**src/rtl/pwm_pkg.sv**
```systemverilog
// Shared constants and types for the multi-channel PWM generator.
// Latency: n/a (package only).
// Backpressure: n/a (package only).
package pwm_pkg;

    localparam int PWM_ADDR_PERIOD = 0;
    localparam int PWM_ADDR_CH0    = 1;

    // Period reset value is all ones; supports WIDTH up to PWM_MAX_WIDTH.
    localparam int                     PWM_MAX_WIDTH = 16;
    localparam logic [PWM_MAX_WIDTH-1:0] PWM_PER_RST = '1;

    // Counter direction, only meaningful for centre-aligned builds.
    typedef enum logic {
        DIR_UP   = 1'b0,
        DIR_DOWN = 1'b1
    } pwm_dir_e;

endpackage

```
**src/rtl/pwm_channel.sv**
```systemverilog
// One PWM channel: double-buffered duty, comparator and registered output.
// Latency: cnt to pwm 1 cycle; duty write visible after the next commit.
// Backpressure: none; writes are single-cycle strobes always accepted.
module pwm_channel
    import pwm_pkg::*;
#(
    parameter int WIDTH = 11
) (
    input  logic             clk,
    input  logic             rst,
    input  logic             run,
    input  logic             en,
    input  logic             wr_hit,
    input  logic [WIDTH-1:0] wr_data,
    input  logic             commit,
    input  logic [WIDTH-1:0] cnt,
    output logic             pwm
);

    logic [WIDTH-1:0] duty_s_q, duty_s_d;
    logic [WIDTH-1:0] duty_a_q, duty_a_d;
    logic             pwm_q, pwm_d;

    // Shadow takes writes; active takes the pre-write shadow on commit.
    always_comb begin
        duty_s_d = duty_s_q;
        duty_a_d = duty_a_q;
        pwm_d    = 1'b0;
        if (wr_hit) begin
            duty_s_d = wr_data;
        end
        if (commit) begin
            duty_a_d = duty_s_q;
        end
        pwm_d = run & en & (cnt < duty_a_q);
    end

    // State registers, cleared asynchronously.
    always_ff @(posedge clk or negedge rst) begin
        if (!rst) begin
            duty_s_q <= '0;
            duty_a_q <= '0;
            pwm_q    <= 1'b0;
        end else begin
            duty_s_q <= duty_s_d;
            duty_a_q <= duty_a_d;
            pwm_q    <= pwm_d;
        end
    end

    assign pwm = pwm_q;

endmodule

```
**src/rtl/pwm_multi.sv**
```systemverilog
// Multi-channel PWM: shared period counter, double-buffered period/duty, NUM_CH comparators.
// Latency: cnt to pwm_out/cyc_start 1 cycle; writes take effect at the next period boundary.
// Backpressure: none. Optional macro PWM_CENTER_ALIGN_EN selects up/down counting.
module pwm_multi
    import pwm_pkg::*;
#(
    parameter int WIDTH  = 11,
    parameter int NUM_CH = 4,
    parameter int AW     = 4
) (
    input  logic              clk,
    input  logic              rst,
    input  logic              run,
    input  logic              wr_en,
    input  logic [AW-1:0]     wr_addr,
    input  logic [WIDTH-1:0]  wr_data,
    input  logic [NUM_CH-1:0] ch_en,
    output logic [NUM_CH-1:0] pwm_out,
    output logic              cyc_start,
    output logic              upd_pending
);

    localparam logic [WIDTH-1:0] PER_RST = PWM_PER_RST[WIDTH-1:0];

    logic [WIDTH-1:0]  cnt_q, cnt_d;
    logic [WIDTH-1:0]  per_s_q, per_s_d;
    logic [WIDTH-1:0]  per_a_q, per_a_d;
    logic              pending_q, pending_d;
    logic              cyc_q, cyc_d;
    logic              commit;
    logic              wr_per;
    logic              wr_any;
    logic [NUM_CH-1:0] duty_wr;

    assign wr_per = wr_en && (wr_addr == AW'(PWM_ADDR_PERIOD));
    assign wr_any = wr_en && (wr_addr <= AW'(NUM_CH));

`ifdef PWM_CENTER_ALIGN_EN
    pwm_dir_e dir_q, dir_d;

    // Up/down counter; commit happens at the trough (cnt 0 while counting down).
    always_comb begin
        cnt_d  = cnt_q;
        dir_d  = dir_q;
        commit = 1'b0;
        if (!run) begin
            cnt_d  = '0;
            dir_d  = DIR_UP;
            commit = 1'b1;
        end else if (dir_q == DIR_UP) begin
            if (cnt_q >= per_a_q) begin
                dir_d = DIR_DOWN;
                cnt_d = (cnt_q == '0) ? '0 : cnt_q - 1'b1;
            end else begin
                cnt_d = cnt_q + 1'b1;
            end
        end else begin
            if (cnt_q == '0) begin
                commit = 1'b1;
                dir_d  = DIR_UP;
                // Next period starts climbing unless the committed period is zero.
                cnt_d  = (per_s_q == '0) ? '0 : WIDTH'(1);
            end else begin
                cnt_d = cnt_q - 1'b1;
            end
        end
    end

    // Direction register exists only in centre-aligned builds.
    always_ff @(posedge clk or negedge rst) begin
        if (!rst) begin
            dir_q <= DIR_UP;
        end else begin
            dir_q <= dir_d;
        end
    end
`else
    // Edge-aligned counter: 0..per_a inclusive, commit on the wrap edge.
    always_comb begin
        cnt_d  = cnt_q;
        commit = 1'b0;
        if (!run) begin
            cnt_d  = '0;
            commit = 1'b1;
        end else if (cnt_q == per_a_q) begin
            cnt_d  = '0;
            commit = 1'b1;
        end else begin
            cnt_d = cnt_q + 1'b1;
        end
    end
`endif

    // Period shadow/active, pending flag (a write outranks the commit clear) and cycle marker.
    always_comb begin
        per_s_d   = per_s_q;
        per_a_d   = per_a_q;
        pending_d = pending_q;
        cyc_d     = 1'b0;
        if (wr_per) begin
            per_s_d = wr_data;
        end
        if (commit) begin
            per_a_d   = per_s_q;
            pending_d = 1'b0;
        end
        if (wr_any) begin
            pending_d = 1'b1;
        end
        cyc_d = run && (cnt_q == '0);
    end

    // Top-level state registers, cleared asynchronously.
    always_ff @(posedge clk or negedge rst) begin
        if (!rst) begin
            cnt_q     <= '0;
            per_s_q   <= PER_RST;
            per_a_q   <= PER_RST;
            pending_q <= 1'b0;
            cyc_q     <= 1'b0;
        end else begin
            cnt_q     <= cnt_d;
            per_s_q   <= per_s_d;
            per_a_q   <= per_a_d;
            pending_q <= pending_d;
            cyc_q     <= cyc_d;
        end
    end

    for (genvar i = 0; i < NUM_CH; i++) begin : g_ch
        assign duty_wr[i] = wr_en && (wr_addr == AW'(PWM_ADDR_CH0 + i));

        pwm_channel #(
            .WIDTH (WIDTH)
        ) u_ch (
            .clk     (clk),
            .rst     (rst),
            .run     (run),
            .en      (ch_en[i]),
            .wr_hit  (duty_wr[i]),
            .wr_data (wr_data),
            .commit  (commit),
            .cnt     (cnt_q),
            .pwm     (pwm_out[i])
        );
    end

    assign cyc_start   = cyc_q;
    assign upd_pending = pending_q;

endmodule
```
**config.mk**
```make
export PLATFORM = sky130hd
export DESIGN_NAME = pwm_multi
export DESIGN_NICKNAME = d
export VERILOG_FILES = /design/src/rtl/pwm_pkg.sv /design/src/rtl/pwm_channel.sv /design/src/rtl/pwm_multi.sv
export SDC_FILE = /design/constraint.sdc
export NUM_CORES = 1
export LEC_CHECK = 0
export CAP_MARGIN = 20
export CORE_MARGIN = 2
export CORE_UTILIZATION = 55
export DETAILED_ROUTE_END_ITERATION = 8
export GPL_ROUTABILITY_DRIVEN = 0
export PLACE_DENSITY_LB_ADDON = 0.1
export SYNTH_ARGS = -nofsm -noshare
export SYNTH_HDL_FRONTEND = slang
export SYNTH_SLANG_ARGS = --single-unit
```
**constraint.sdc**
```tcl
create_clock -name clk -period 2.3 [get_ports clk]
set_input_delay 0.345 -clock clk [delete_from_list [all_inputs] [get_ports clk]]
set_output_delay 0.345 -clock clk [all_outputs]
set_load 0.02 [all_outputs]
```
# Word level (Yosys, flattened, before mapping)
# Index checks and enable logic that the tools add are counted.
# word_totals
word_cells	52
regBits	127
# classes
n_eq_ne	5
add_sub_neg	1
order_cmp	5
bitwise_logic	8
reduce_logical	10
mux	6
# op_table
operator	count
$lt 11x11->1	4
$mux 11	2
$add 11x1->11 const B	1
$eq 11x11->1	1
$logic_not 11->1	1
$and 1x1->1	8
$eq 4x2->1 const B	2
$logic_and 1x1->1	7
$eq 4x1->1 const B	1
$eq 4x3->1 const B	1
$le 4x3->1 const B	1
$logic_not 4->1	1
$mux 1	4
$reduce_bool 2->1	1

# Depth between registers and ports, before layout
# Gate-level depths: netlist (run 1).
# logic_depth
ltp_word	5
depth_mapped	8
mapped_depth_nobuf	6

# Cells and area by module
# Synthesis (run 1) repeated with hierarchy kept, for this count alone.
# hier_totals
cells_unflattened	510
area_unflattened_um2	5921.9
# by_module_without_submodules
mod	instances	seq_area_each_um2	area_per_inst_um2	cells_each
pwm_channel	4	575.6	1061.0	94
pwm_multi	1	903.4	1677.9	134

# Worst setup path before layout (run 1)
# Ideal clock, no wire load.
# synth_timing
kind	reg-to-reg
from	reg cnt_q[6]
to	reg g_ch[3].u_ch.duty_a_q[0]
n_path_buf	3
path_stages_with_launch	8
arrival_ns	1.754
path_slack_ns	0.419
synth_period_minus_slack_ns	1.881
path_cell_list	dfrtp_1 -> buf_2 -> xnor2_1 -> nand3_1 -> o31ai_4 -> buf_6 -> buf_6 -> mux2_1
# synth_via
elab_chain_cells	3
# synth_lines
element	line	text
start, declared	pwm_multi.sv:25	logic [WIDTH-1:0] cnt_q, cnt_d;
start signal, assigned	pwm_multi.sv:122	cnt_q <= cnt_d;
$eq 11x11->1	pwm_multi.sv:85	end else if (cnt_q == per_a_q) begin
$mux 1	pwm_multi.sv:85	
$mux 1	pwm_multi.sv:82	if (!run) begin
end signal, assigned	pwm_channel.sv:46	duty_a_q <= duty_a_d;
end, declared	pwm_channel.sv:21	logic [WIDTH-1:0] duty_a_q, duty_a_d;
# No other way between the ends.
# A chain may end at the register's enable or synchronous reset.

# Worst setup path after layout (run 1)
# layout_timing
from	reg cnt_q[4]
to	reg g_ch[3].u_ch.pwm_q
# layout_via
elab_chain_cells	2
# layout_lines
element	line	text
$lt 11x11->1	pwm_channel.sv:35	pwm_d = run & en & (cnt < duty_a_q);
$and 1x1->1	pwm_channel.sv:35	
named net g_ch[3].u_ch.pwm_d	pwm_channel.sv:22	logic pwm_q, pwm_d;
end signal, assigned	pwm_channel.sv:47	pwm_q <= pwm_d;
end, declared	pwm_channel.sv:22	
# The timed path passes the listed nets, and every way through them passes these cells.

==> results of run 1 <==
-- path summary, 6_finish.rpt --
| check | start | end | slack (ps) | cells after the start |
|---|---|---|---|---|
| max in group asynchronous | rst | per_s_q[2] | 1230 | 3 |
| hold reg to reg | g_ch[2].u_ch.duty_a_q[1] | g_ch[2].u_ch.duty_a_q[1] | 490 | 1 |
| min in group clk | ch_en[0] | g_ch[0].u_ch.pwm | 450 | 4 |
| hold / removal | rst | g_ch[2].u_ch.duty_s_q[8] | 350 | 2 |
| setup reg to reg | cnt_q[4] | g_ch[3].u_ch.pwm | 200 | 5 |
| setup / recovery | cnt_q[4] | g_ch[3].u_ch.pwm | 200 | 5 |
-- logic make-up (layout without fill, tap and decap cells) --
logic type	Yosys count	in the layout
flops	127	127
mux	110	110
simple gates	73	73
buf+inv	64	125
fa+ha+maj	42	42
compound gates	31	31
xor+xnor	20	20
-- metrics by stage --
stage | total power, mW | setup WS, ps | instances
floorplan | 3.98 | 419 | 467
global placement | 4.34 | 238 | 635
detailed placement | 4.42 | 191 | 635
CTS | 6.77 | 189 | 668
global route | 7.07 | 67.7 | 668
finish | 6.70 | 200 | 668
-- power by group through the flow --
stage	combinational, mW	clock, mW	sequential (mW)
2_1_floorplan	0.920	0	3.06
3_3_place_gp	1.20	0	3.14
3_5_place_dp	1.26	0	3.16
4_1_cts	1.27	2.38	3.12
5_1_grt	1.40	2.49	3.19
6_report	1.24	2.33	3.12
-- sequential cells by signal, indices dropped and copies added, names as in the netlist --
signal and flops:
g_ch.u_ch.duty_a_q 44, g_ch.u_ch.duty_s_q 44, cnt_q 11, per_a_q 11, per_s_q 11, g_ch.u_ch.pwm 4, cyc_start 1, upd_pending 1
-- cell type report --
type                            instances  area, um2
Clock buffer                           26        488
Clock inverter                          6       32.5
Fill cell                             852       3700
Inverter                               44        165
Multi-Input combinational cell        276       2550
Sequential cell                       127       3210
Tap cell                              140        175
Timing Repair Buffer                   49        475
-- per-layer routing --
layer  vias to the layer above  GRT usage
met5                         -          0
met4                         0     0.0907
met3                        19     0.0622
met2                        86      0.387
met1                      1880      0.294
li1                       1710          -
-- synth_stat cells --
library cell,n,area (um2)
buf_4,8,60.1
o211a_1,4,40.0
clkbuf_1,4,15.0
dfrtp_1,105,2630
nor2_1,25,93.8
nor4_1,1,6.26
nand3b_1,1,7.51
mux2_2,93,1050
and3_1,1,6.26
dfstp_2,22,578
nand4_1,13,81.3
o31ai_4,1,21.3
xnor2_1,16,140
a21oi_1,4,20.0
inv_1,44,165
nand2b_1,4,25.0
nor3_1,2,10.0
ha_1,42,526
nand2_1,11,41.3
nor2b_1,6,37.5
xor2_1,4,35.0
a21o_1,8,60.1
and4_1,1,8.76
a221oi_1,4,35.0
o21ai_0,6,30.0
nand3_1,5,25.0
nor4b_1,2,17.5
mux2_1,17,191
buf_2,5,25.0
buf_6,3,33.8
nor3b_1,1,7.51
a211o_1,4,35.0
-- worst register-to-register path, delay by kind of cell (launching register included) --
kind / cells / cell delay (ps)
flip-flops: 1 / 610
AO/OA/AOI/OAI: 4 / 1100
adder cells (fa/ha/maj): 1 / 330
-- timing repair --
item                                   in CTS  in global routing
hold buffers                                1                  0
gates resized for setup                     0                  0
endpoints found under the hold margin      29                  0
==> flow_metrics.env, run 1 <==
export IMPL_fin_crit_sh=0.913
export IMPL_fin_worst_skew_ps=8.00
export IMPL_synthAdderAreaFrac=0.0868
export IMPL_slew_headroom=0.606
export IMPL_syn_num_nets=532
export IMPL_port_buffers=28
export IMPL_grt_usage=0.234
export IMPL_dp_hpwl_um=8410
export IMPL_cts_tree="done"
export IMPL_cpPeakStageDelay_ps=610
export IMPL_grt_pass1_wl_um=19900
export IMPL_die_x_um=109
export IMPL_power_density_nw_per_um2=944
export IMPL_ir_worst_vdd_v=0.000580
export IMPL_worstPathRequired_ps=2760
export IMPL_yosys_area_share_xor_xnor=0.0289
export IMPL_drive_above_1_share=0.311
export IMPL_avgViaCountPerCell=5.53
export IMPL_pwr_share_comb=0.186
export IMPL_synth_simple_area_share=0.0608
export IMPL_die_area_um2=11900
export IMPL_ys_seq_area_frac=0.530
export IMPL_ys_seq_elements=127
export IMPL_start_kind="flip-flop"
export IMPL_routed_top_layer="met4"
export IMPL_grt_overflow=0
export IMPL_synth_cell_types=32
export IMPL_min_path_type="in2async"
export IMPL_clock_latency_ps=530
export IMPL_cap_violations=0
export IMPL_switching_share=0.260
export IMPL_clock_sinks=127
export IMPL_clkPwrFrac=0.348
export IMPL_yosysWarnings=0
export IMPL_drc=0
export IMPL_yosys_mux_area_fraction=0.205
export IMPL_crit_top_cell="a21o_1"
export IMPL_setup_viol=0
export IMPL_dr_wl_met2_um=6160
export IMPL_worst_slew_pin_slew_ps=591
export IMPL_area_delta_synth_final_pct=17.1
export IMPL_dpl_cell_area_um2=6560
export IMPL_p_seq_frac=0.466
export IMPL_cts_buffers=17
export IMPL_num_rows=38
export IMPL_final_cell_mix="dfrtp_1 (105), mux2_2 (93), inv_1 (44)"
export IMPL_cp_cell_sequence="ha_1, a21o_1, a21o_1, a221oi_1, o211a_1"
export IMPL_cp_max_fo=11
export IMPL_grt_setup_unrepaired="no"
export IMPL_critical_path_top_delay_family="compound AO/OA/AOI/OAI gates"
export IMPL_die_y_um=109
export IMPL_drt_iter0_markers=240
export IMPL_postCtsSetupRepairBufs=0
export IMPL_ant_nets=0
export IMPL_grt_antenna_before_repair=0
export IMPL_critPathKind="reg2reg"
export IMPL_slowest_stage="dfrtp_1"
export IMPL_ctsLongestPathBuffers=2
export IMPL_final_util=0.657
export IMPL_drt_met1_wl_um=5570
export IMPL_cp_arrival_ps=2560
export IMPL_fin_area_um2=7090
export IMPL_ioPinCount=29
export IMPL_cp_end_kind="flip-flop"
export IMPL_tns_ps=0
export IMPL_routed_wl_um=12400
export IMPL_synth_cells=467
export IMPL_clockRootBuffer="clkbuf_8"
export IMPL_fin_nets=580
export IMPL_intPower_mw=4.96
export IMPL_synth_compound_area_share=0.0399
export IMPL_maxSlewViolCount=0
export IMPL_final_min_clock_period_ps=2100
export IMPL_firstDrtPassIters=4
export IMPL_grt_max_degree=55
export IMPL_path_clk_slew_ps=50
export IMPL_htree_levels=4
export IMPL_vias=3695
export IMPL_antennaDiodeCount=0
export IMPL_core_um2=10800
export IMPL_synth_top_family_by_area="multiplexers"
export IMPL_initial_core_util=0.561
export IMPL_netlist_area_um2=6050
export IMPL_outcome="complete, no violations"
export IMPL_wl_met3_um=453
export IMPL_p_leak_nw=3.36
export IMPL_hold_violations=0
export IMPL_final_common_cell="dfrtp_1"
export IMPL_grt_pass1_vias=3805
export IMPL_post_drt_wl_per_cell_um=18.5
export IMPL_syn_area_per_cell_um2=13.0
export IMPL_switching_power_mw=1.74
export IMPL_path_buf_inv=0
export IMPL_holdWs_ps=351
export IMPL_max_freq_mhz=476
Power figures use the tool's default switching activity.
==> run 2, diff against run 1 <==
CAP_MARGIN = 10   (was 20)
==> results of run 2 <==
No change in the layout: final DEF, timing and power equal those of run 1.
